==> src/rtl/hand_keeper_if.sv <==
// hand_keeper_if: handshake bundle between the hand register/judge and its
// surroundings (round control, card adder, status consumers).
//   master : drives Start/Hit/Stand and the adder result (Add_Done,
//            Final_Hand, o_Ace, o_Face); observes everything else.
//   slave  : the hand_keeper itself; drives the add request (Sum,
//            Initial_Hand, i_Ace, i_Face) and the hand status outputs.
interface hand_keeper_if;
    logic       Start;
    logic       Hit;
    logic       Stand;
    logic       Add_Done;
    logic [4:0] Final_Hand;
    logic       o_Ace;
    logic       o_Face;
    logic       Sum;
    logic [4:0] Initial_Hand;
    logic       i_Ace;
    logic       i_Face;
    logic [4:0] Hand;
    logic [2:0] Card_Count;
    logic       Bust;
    logic       Twenty_One;
    logic       Blackjack;
    logic       Done;

    modport master (
        output Start, Hit, Stand, Add_Done, Final_Hand, o_Ace, o_Face,
        input  Sum, Initial_Hand, i_Ace, i_Face, Hand, Card_Count,
               Bust, Twenty_One, Blackjack, Done
    );

    modport slave (
        input  Start, Hit, Stand, Add_Done, Final_Hand, o_Ace, o_Face,
        output Sum, Initial_Hand, i_Ace, i_Face, Hand, Card_Count,
               Bust, Twenty_One, Blackjack, Done
    );
endinterface

==> src/rtl/hand_keeper.sv <==
// hand_keeper: player-hand register and judge for the blackjack datapath.
// Requests one card at a time from the downstream-facing card adder, captures
// its result, demotes soft aces (11 -> 1) while the total exceeds 21, and
// sequences a round: two auto-dealt cards, then Hit/Stand until done.
// Ports:
//   Clock  - rising-edge clock
//   Reset  - synchronous, active-high
//   hk     - hand_keeper_if.slave: Start/Hit/Stand, adder strobe and result
//            in; Sum/Initial_Hand/i_Ace/i_Face to the adder; Hand,
//            Card_Count, Bust, Twenty_One, Blackjack, Done status out.
// MAX_CARDS (<= 7) forces a stand once the hand holds that many cards.
module hand_keeper #(
    parameter int unsigned MAX_CARDS = 7
) (
    input  logic         Clock,
    input  logic         Reset,
    hand_keeper_if.slave hk
);
    typedef enum logic [2:0] {IDLE, REQ, WAIT_ADD, ADJUST, EVAL, PLAY, DONE} state_t;

    localparam logic [2:0] MAX_CNT = 3'(MAX_CARDS);

    state_t     state, state_n;
    logic [4:0] hand, hand_n;
    logic [2:0] card_count, card_count_n;
    logic [2:0] soft_cnt, soft_cnt_n;
    logic       face_seen, face_seen_n;
    logic       bust, bust_n;
    logic       twenty_one, twenty_one_n;
    logic       blackjack, blackjack_n;
    logic       sum, done;

    always_comb begin
        state_n      = state;
        hand_n       = hand;
        card_count_n = card_count;
        soft_cnt_n   = soft_cnt;
        face_seen_n  = face_seen;
        bust_n       = bust;
        twenty_one_n = twenty_one;
        blackjack_n  = blackjack;
        case (state)
            IDLE, DONE: begin
                if (hk.Start) begin
                    hand_n       = '0;
                    card_count_n = '0;
                    soft_cnt_n   = '0;
                    face_seen_n  = 1'b0;
                    bust_n       = 1'b0;
                    twenty_one_n = 1'b0;
                    blackjack_n  = 1'b0;
                    state_n      = REQ;
                end
            end
            REQ: state_n = WAIT_ADD;
            WAIT_ADD: begin
                if (hk.Add_Done) begin
                    hand_n       = hk.Final_Hand;
                    card_count_n = card_count + 3'd1;
                    if (hk.o_Ace) soft_cnt_n = soft_cnt + 3'd1;
                    if (hk.o_Face) face_seen_n = 1'b1;
                    state_n = ADJUST;
                end
            end
            ADJUST: begin
                // One demotion per cycle; stay here until no soft ace can help.
                if (hand > 5'd21 && soft_cnt != 3'd0) begin
                    hand_n     = hand - 5'd10;
                    soft_cnt_n = soft_cnt - 3'd1;
                end else begin
                    state_n = EVAL;
                end
            end
            EVAL: begin
                if (card_count < 3'd2) begin
                    state_n = REQ;
                end else if (hand > 5'd21) begin
                    bust_n  = 1'b1;
                    state_n = DONE;
                end else if (hand == 5'd21) begin
                    twenty_one_n = 1'b1;
                    blackjack_n  = (card_count == 3'd2);
                    state_n      = DONE;
                end else if (card_count == MAX_CNT) begin
                    state_n = DONE;
                end else begin
                    state_n = PLAY;
                end
            end
            PLAY: begin
                if (hk.Stand) state_n = DONE;
                else if (hk.Hit) state_n = REQ;
            end
            default: state_n = IDLE;
        endcase
    end

    always_ff @(posedge Clock) begin
        if (Reset) begin
            state      <= IDLE;
            hand       <= '0;
            card_count <= '0;
            soft_cnt   <= '0;
            face_seen  <= 1'b0;
            bust       <= 1'b0;
            twenty_one <= 1'b0;
            blackjack  <= 1'b0;
            sum        <= 1'b0;
            done       <= 1'b0;
        end else begin
            state      <= state_n;
            hand       <= hand_n;
            card_count <= card_count_n;
            soft_cnt   <= soft_cnt_n;
            face_seen  <= face_seen_n;
            bust       <= bust_n;
            twenty_one <= twenty_one_n;
            blackjack  <= blackjack_n;
            // Sum/Done are flopped from the next state so they line up with
            // the REQ/DONE cycles without a decode after the state register.
            sum        <= (state_n == REQ);
            done       <= (state_n == DONE);
        end
    end

    assign hk.Sum          = sum;
    assign hk.Initial_Hand = hand;
    assign hk.Hand         = hand;
    assign hk.i_Ace        = (soft_cnt != 3'd0);
    assign hk.i_Face       = face_seen;
    assign hk.Card_Count   = card_count;
    assign hk.Bust         = bust;
    assign hk.Twenty_One   = twenty_one;
    assign hk.Blackjack    = blackjack;
    assign hk.Done         = done;
endmodule

==> src/flat_wrapper.sv <==
// flat-port wrapper written by rule: the top's interface ports become plain ports
module hand_keeper_flat 
#(
    parameter int unsigned MAX_CARDS = 7
)
  (Clock, Reset, hk_Start, hk_Hit, hk_Stand, hk_Add_Done, hk_Final_Hand, hk_o_Ace, hk_o_Face, hk_Sum, hk_Initial_Hand, hk_i_Ace, hk_i_Face, hk_Hand, hk_Card_Count, hk_Bust, hk_Twenty_One, hk_Blackjack, hk_Done);
  hand_keeper_if hk_i ();
  input  logic Clock;
  input  logic Reset;
  input wire logic [$bits(hk_i.Start)-1:0] hk_Start;
  input wire logic [$bits(hk_i.Hit)-1:0] hk_Hit;
  input wire logic [$bits(hk_i.Stand)-1:0] hk_Stand;
  input wire logic [$bits(hk_i.Add_Done)-1:0] hk_Add_Done;
  input wire logic [$bits(hk_i.Final_Hand)-1:0] hk_Final_Hand;
  input wire logic [$bits(hk_i.o_Ace)-1:0] hk_o_Ace;
  input wire logic [$bits(hk_i.o_Face)-1:0] hk_o_Face;
  output wire logic [$bits(hk_i.Sum)-1:0] hk_Sum;
  output wire logic [$bits(hk_i.Initial_Hand)-1:0] hk_Initial_Hand;
  output wire logic [$bits(hk_i.i_Ace)-1:0] hk_i_Ace;
  output wire logic [$bits(hk_i.i_Face)-1:0] hk_i_Face;
  output wire logic [$bits(hk_i.Hand)-1:0] hk_Hand;
  output wire logic [$bits(hk_i.Card_Count)-1:0] hk_Card_Count;
  output wire logic [$bits(hk_i.Bust)-1:0] hk_Bust;
  output wire logic [$bits(hk_i.Twenty_One)-1:0] hk_Twenty_One;
  output wire logic [$bits(hk_i.Blackjack)-1:0] hk_Blackjack;
  output wire logic [$bits(hk_i.Done)-1:0] hk_Done;
  assign hk_i.Start = hk_Start;
  assign hk_i.Hit = hk_Hit;
  assign hk_i.Stand = hk_Stand;
  assign hk_i.Add_Done = hk_Add_Done;
  assign hk_i.Final_Hand = hk_Final_Hand;
  assign hk_i.o_Ace = hk_o_Ace;
  assign hk_i.o_Face = hk_o_Face;
  assign hk_Sum = hk_i.Sum;
  assign hk_Initial_Hand = hk_i.Initial_Hand;
  assign hk_i_Ace = hk_i.i_Ace;
  assign hk_i_Face = hk_i.i_Face;
  assign hk_Hand = hk_i.Hand;
  assign hk_Card_Count = hk_i.Card_Count;
  assign hk_Bust = hk_i.Bust;
  assign hk_Twenty_One = hk_i.Twenty_One;
  assign hk_Blackjack = hk_i.Blackjack;
  assign hk_Done = hk_i.Done;
  hand_keeper #(.MAX_CARDS(MAX_CARDS)) u_core (.Clock(Clock), .Reset(Reset), .hk(hk_i));
endmodule
==> config.mk <==
export PLATFORM = sky130hd
export DESIGN_NAME = hand_keeper_flat
export DESIGN_NICKNAME = d
export VERILOG_FILES = /design/src/rtl/hand_keeper_if.sv /design/src/rtl/hand_keeper.sv /design/src/flat_wrapper.sv
export SDC_FILE = /design/constraint.sdc
export NUM_CORES = 1
export LEC_CHECK = 0
export ABC_AREA = 1
export CAP_MARGIN = 20
export CORE_AREA = 2 2 54 56
export CTS_CLUSTER_DIAMETER = 100
export DETAILED_ROUTE_END_ITERATION = 10
export DIE_AREA = 0 0 56 58
export GPL_ROUTABILITY_DRIVEN = 0
export PLACE_DENSITY = 0.91
export SYNTH_ARGS = -nofsm -noshare
export SYNTH_HDL_FRONTEND = slang
export SYNTH_SLANG_ARGS = --single-unit
==> constraint.sdc <==
create_clock -name Clock -period 4 [get_ports Clock]
set_clock_uncertainty 0.05 [all_clocks]
set_input_delay 1.2 -clock Clock [delete_from_list [all_inputs] [get_ports Clock]]
set_output_delay 1.2 -clock Clock [all_outputs]
set_load 0.01 [all_outputs]
## Word level (Yosys, flattened, before mapping)

Index checks and enable logic that the tools add are counted.

| cells by class | value |
|---|---|
| mux-type cells | 36 |
| magnitude comparators | 2 |
| $add $sub $neg | 4 |
| equality and inequality tests | 20 |
| reductions and logical operators | 13 |

Operators by type and width:

| operator | number |
|---|---|
| two-way mux 3 bit | 13 |
| one-hot mux 3 bit (6 select lines) | 1 |
| == test 3 bit (second input constant) | 5 |
| two-way mux 5 bit | 3 |
| one-hot mux 5 bit (3 select lines) | 1 |
| != test 2 bit (second input constant) | 6 |
| AND reduction 4 bit | 3 |
| two-way mux 1 bit | 11 |
| AND reduction 5 bit | 2 |
| == test 3 x 2 -> 1 bit (second input constant) | 3 |
| one-hot mux 3 bit (3 select lines) | 1 |
| one-hot mux 1 bit (2 select lines) | 4 |
| adder 3 x 1 -> 3 bit (second input constant) | 2 |
| == test 3 x 1 -> 1 bit (second input constant) | 2 |
| != test 2 x 1 -> 1 bit (second input constant) | 3 |
| one-hot mux 3 bit (2 select lines) | 1 |
| nonzero test 3 bit | 2 |
| == test 5 bit (second input constant) | 1 |
| > comparator 5 bit (second input constant) | 1 |
| subtractor 5 x 4 -> 5 bit (second input constant) | 1 |
| nonzero test 2 bit | 2 |
| zero test 3 bit | 1 |
| < comparator 3 x 2 -> 1 bit (second input constant) | 1 |
| AND reduction 3 bit | 1 |
| 4 further kinds | 4 |

| word-level totals | value |
|---|---|
| register bits after elaboration | 20 |
| input port bits | 13 |
| output and inout port bits | 20 |
| logic and storage cells | 85 |

## Depth between registers and ports, before layout

| depth | value |
|---|---|
| word-level depth | 7 |
| depth in mapped cells | 12 |
| mapped depth without buffers | 12 |

## Worst setup path before layout

Ideal clock, no wire load.

| timing path | value |
|---|---|
| path kind | input -> register |
| from | in hk_Add_Done |
| to | reg u_core.face_seen, in the netlist u_core.hk.i_Face |
| data required time | 3.835 ns |
| path buffers | 0 |
| setup time | 0.115 ns |
| arrival time | 1.785 ns |
| stages on the path | 5 |
| setup slack | 2.050 ns |
| cell sequence | inv_1 nor2_1 o21ai_2 nor2_1 o21ba_2 |

| on the way | value |
|---|---|
| longest elaborated chain between the ends | 2 |

Ends and longest elaborated chain:

| element | line | text |
|---|---|---|
| start: declaration | flat_wrapper.sv:13 | `input wire logic [$bits(hk_i.Add_Done)-1:0] hk_Add_Done;` |
| != test 2 bit (no source line) | -- |  |
| AND reduction 4 bit (no source line) | -- |  |
| end signal: assignment | hand_keeper.sv:115 | `face_seen <= face_seen_n;` |
| end: declaration | hand_keeper.sv:27 | `logic face_seen, face_seen_n;` |

Every way passes these cells.
A chain may end at the register's enable or synchronous reset.

## Worst setup path in the final report

| timing path | value |
|---|---|
| from | reg u_core.soft_cnt[0] |
| to | out hk_i_Ace |

| on the way | value |
|---|---|
| longest elaborated chain between the ends | 1 |

Ends and longest elaborated chain:

| element | line | text |
|---|---|---|
| start: declaration | hand_keeper.sv:26 | `logic [2:0] soft_cnt, soft_cnt_n;` |
| start signal: assignment | hand_keeper.sv:114 | `soft_cnt <= soft_cnt_n;` |
| nonzero test 3 bit | hand_keeper.sv:129 | `assign hk.i_Ace = (soft_cnt != 3'd0);` |
| end: declaration | flat_wrapper.sv:19 | `output wire logic [$bits(hk_i.i_Ace)-1:0] hk_i_Ace;` |

Every way passes these cells.

==> key figures <==
Run status
  • Status: complete, no violations

Worst setup path
  • Worst R2R Path Depth: 12
  • WP data required: 2.75 ns
  • Worst Path Class, Setup: reg -> out
  • Worst flop-to-flop path startpoint: u_core.state[2]
  • Critical register-to-register path endpoint: u_core.soft_cnt[2]
  • Critical path arrival: 1.48 ns
  • R2r setup slk: 2.04 ns
  • Max stage delay cell, worst path: clkdlybuf4s50_1
  • CP Max Fanout: 3
  • Endpoint class of the critical path: output port
  • Setup crit start kind: register
  • Buffers plus inverters on the worst setup path: 2
  • Peak per-stage delay on the critical path: 0.56 ns
  • Worst path cell trace: inv_1 -> nand3_1 -> clkdlybuf4s50_1
  • CP top delay family: buffers and inverters

Detailed routing
  • Router iterations before antenna repair: 4
  • Detail Route Antenna Nets: 0
  • Drt first-iter violations: 67
  • Via count: 1367
  • DRC: 0
  • Final WL: 3106 µm
  • DR vias/cell: 5.101
  • Avg WL per Cell: 11.59 µm

Power
  • Sequential Power Share: 37.6%
  • LEAKAGE: 0.8522 nW
  • Switch Pwr: 0.2372 mW
  • Sw frac: 35.03%
  • Power share of the combinational group: 38.0%
  • Total chip power: 0.6770 mW
  • Pwr dens: 405.0 mW/mm²
  • Worst VDD drop: 0.0003921 V
  • Clock network fraction of design power: 24.4%
  • Power Internal: 0.4398 mW

Timing
  • Final-report setup violation count: 0
  • Fin. Hold Viols: 0
  • Rel. slew slack: 70.79%
  • Fmax: 0.3666 GHz
  • Max Slew Vio Count: 0
  • Period Utilization, post-route: 68.20%
  • Setup TNS: 0 ns
  • Worst setup margin: 1.272 ns
  • Final Critical Period: 2.728 ns
  • RSZ-0062 raised after global routing: false
  • Transition time of the tightest slew-check pin: 0.4365 ns

Logic synthesis
  • Ys Warns: 0
  • Netlist Area Pre-Place: 0.001306 mm²
  • Post-synth ARST share: 0%
  • Post-Syn Nets: 228
  • Synth cell count leaders: 49 x nand2_1, 37 x inv_1, 32 x nor2_1
  • Cell type with the largest total area after synthesis: dfxtp_1
  • Synth Area per Inst: 6.280 µm²
  • Distinct cells, synth: 24
  • Main synth FF type: dfxtp_1
  • Compound-Gate Fraction of Synth Area: 10.92%
  • Area contributors post-synth: dfxtp_1 31%, nand2_1 14%, inv_1 11%
  • Mapped Cells: 208
  • Xor-xnor portion of the synthesized cell area: 0.6705%
  • Register bit count reported by yosys: 20
  • Post-synth EDFFs: 0
  • Count leader, synth: nand2_1
  • Mux cell area share after synthesis: 0%
  • Adder-Cell Fraction of Synth Area: 7.280%
  • Largest family of logic cells by synthesized area: simple AND/OR/NAND/NOR gates
  • Synth Area in Simple Gates: 35.44%
  • Sequential area share after synthesis: 30.65%
  • Top cell type's share of synthesized area: 30.65%

Clocking
  • Clk slew on worst S/H paths: 0.12 ns
  • Worst-skew pair later-pin latency: 0.30 ns
  • Root Buffer: clkbuf_4
  • # H-tree levels: 1
  • CTS max path bufs: 2
  • Clk sink count: 20
  • TritonCTS buffer count: 3
  • Post-CTS Setup Repair Bufs: 0
  • Cts hold-fix bufs: 0
  • CTS tree: done
  • Post-cts sizing count: 0

Die
  • Die Footprint: 0.003248 mm²
  • I/O Pins: 33
  • Die Wd: 56 µm
  • CORE AREA: 0.002663 mm²
  • Initial Util: 49.06%
  • Vert. Die Dim: 58 µm
  • Standard-cell rows: 19

Layout
  • Ant diodes: 0
  • Area Overhead vs Synth: 27.97%
  • Share of cells above drive strength 1: 5.485%
  • Final core area utilization: 62.78%
  • Layout Nets: 258

Placement
  • DP Worst Slack: 1.470 ns
  • # port buffers: 32
  • Final HPWL DP: 2349 µm

Min path
  • WHS Endpoint: u_core.hk.Bust
  • Min-Delay Path Depth: 2
  • Hold path startpoint: u_core.hk.Bust
  • Hold Path Class: reg -> reg

Global routing
  • Global Route Usage Sum: 20.03%
  • Initial antenna violation count: 0
  • Largest net degree at the start of global routing: 14
  • Vias in the first global route: 1256
  • Total congestion overflow: 0
  • Global-route wire length before repair: 5133 µm

Run
  • Max_cap viols: 0
[area by class of cell]
cell class	instances	area, µm²
Sequential cell	20	400.4
Multi-Input combinational cell	141	709.4
Tap cell	31	38.79
Fill cell	242	991.0
Clock inverter	1	30.03
Inverter	40	150.1
Clock buffer	3	22.52
Timing Repair Buffer	32	320.3
[placed cells by master (no fill, tap or decap)]
master | netlist | routed
o21ai_2 | 1 | 1
clkdlybuf4s50_1 | 0 | 32
inv_1 | 37 | 37
nor2_1 | 32 | 32
nor3_1 | 1 | 1
nand2_2 | 1 | 1
nand2_1 | 49 | 49
dfxtp_1 | 20 | 20
bufinv_16 | 0 | 1
nand3_2 | 2 | 2
xor2_1 | 1 | 1
inv_2 | 3 | 3
a211oi_1 | 2 | 2
nand3b_1 | 1 | 1
nand4_1 | 8 | 8
o21ai_1 | 1 | 1
a21oi_1 | 8 | 8
o21ai_0 | 11 | 11
a21oi_2 | 1 | 1
nand3_1 | 14 | 14
clkbuf_4 | 0 | 3
fa_1 | 1 | 1
o21ba_2 | 1 | 1
ha_1 | 6 | 6
[power groups by stage]
| stage | Combinational [mW] | Clock [mW] | Sequential (mW) |
|---|---|---|---|
| floorplan | 0.160 | 0 | 0.258 |
| global placement | 0.245 | 0 | 0.258 |
| detailed placement | 0.253 | 0 | 0.259 |
| CTS | 0.257 | 0.168 | 0.254 |
| global route | 0.286 | 0.179 | 0.258 |
| finish | 0.257 | 0.165 | 0.254 |
[tightest hold or removal path, stage by stage (launching register included)]
cell and delay, ns:
dfxtp_1 0.33, nand2_1 0.06, a21oi_1 0.05
[metrics by stage]
stage | cells | hold slack (ns) | instance area (µm²)
floorplan | 208 | 0.4283 | 1306
CTS | 268 | 0.4289 | 1672
global route | 268 | 0.4569 | 1672
finish | 268 | 0.4250 | 1672
global placement | 264 | 0.4070 | 1619
detailed placement | 264 | 0.4114 | 1619
[how the worst max path moves through the flow]
stage,to,start,slack [ns],depth (start not counted)
floorplan,u_core.hk.i_Face,hk_Add_Done,2.05,5
global placement,u_core.hk.i_Face,hk_Add_Done,1.49,6
detailed placement,u_core.soft_cnt[0],hk_Start,1.47,9
CTS,hk_i_Ace,u_core.soft_cnt[0],1.28,3
global route,hk_i_Ace,u_core.soft_cnt[0],1.20,3
finish,hk_i_Ace,u_core.soft_cnt[0],1.27,3
[metal layers]
layer | part of all wire, % | global-route usage (%) | up-vias
li1 | - | - | 704
met1 | 44 | 22.87 | 602
met4 | 2.3 | 9.864 | 0
met3 | 5.7 | 3.795 | 10
met2 | 49 | 35.97 | 51
met5 | 0 | 0 | -
[sequential cells by signal (all words and copies together), names as in the netlist]
signal	count
u_core.hk.Blackjack	1
u_core.soft_cnt	3
u_core.hk.Hand	5
u_core.hk.Card_Count	3
u_core.hk.Bust	1
u_core.state	3
u_core.hk.Twenty_One	1
u_core.hk.Sum	1
u_core.hk.Done	1
u_core.hk.i_Face	1
[logic make-up after synthesis]
family,after synthesis
adder cells (fa/ha/maj),7
XOR/XNOR,1
flip-flops,20
AO/OA/AOI/OAI,25
AND/OR/NAND/NOR,108
buffers and inverters,47
Power figures use the tool's default switching activity.
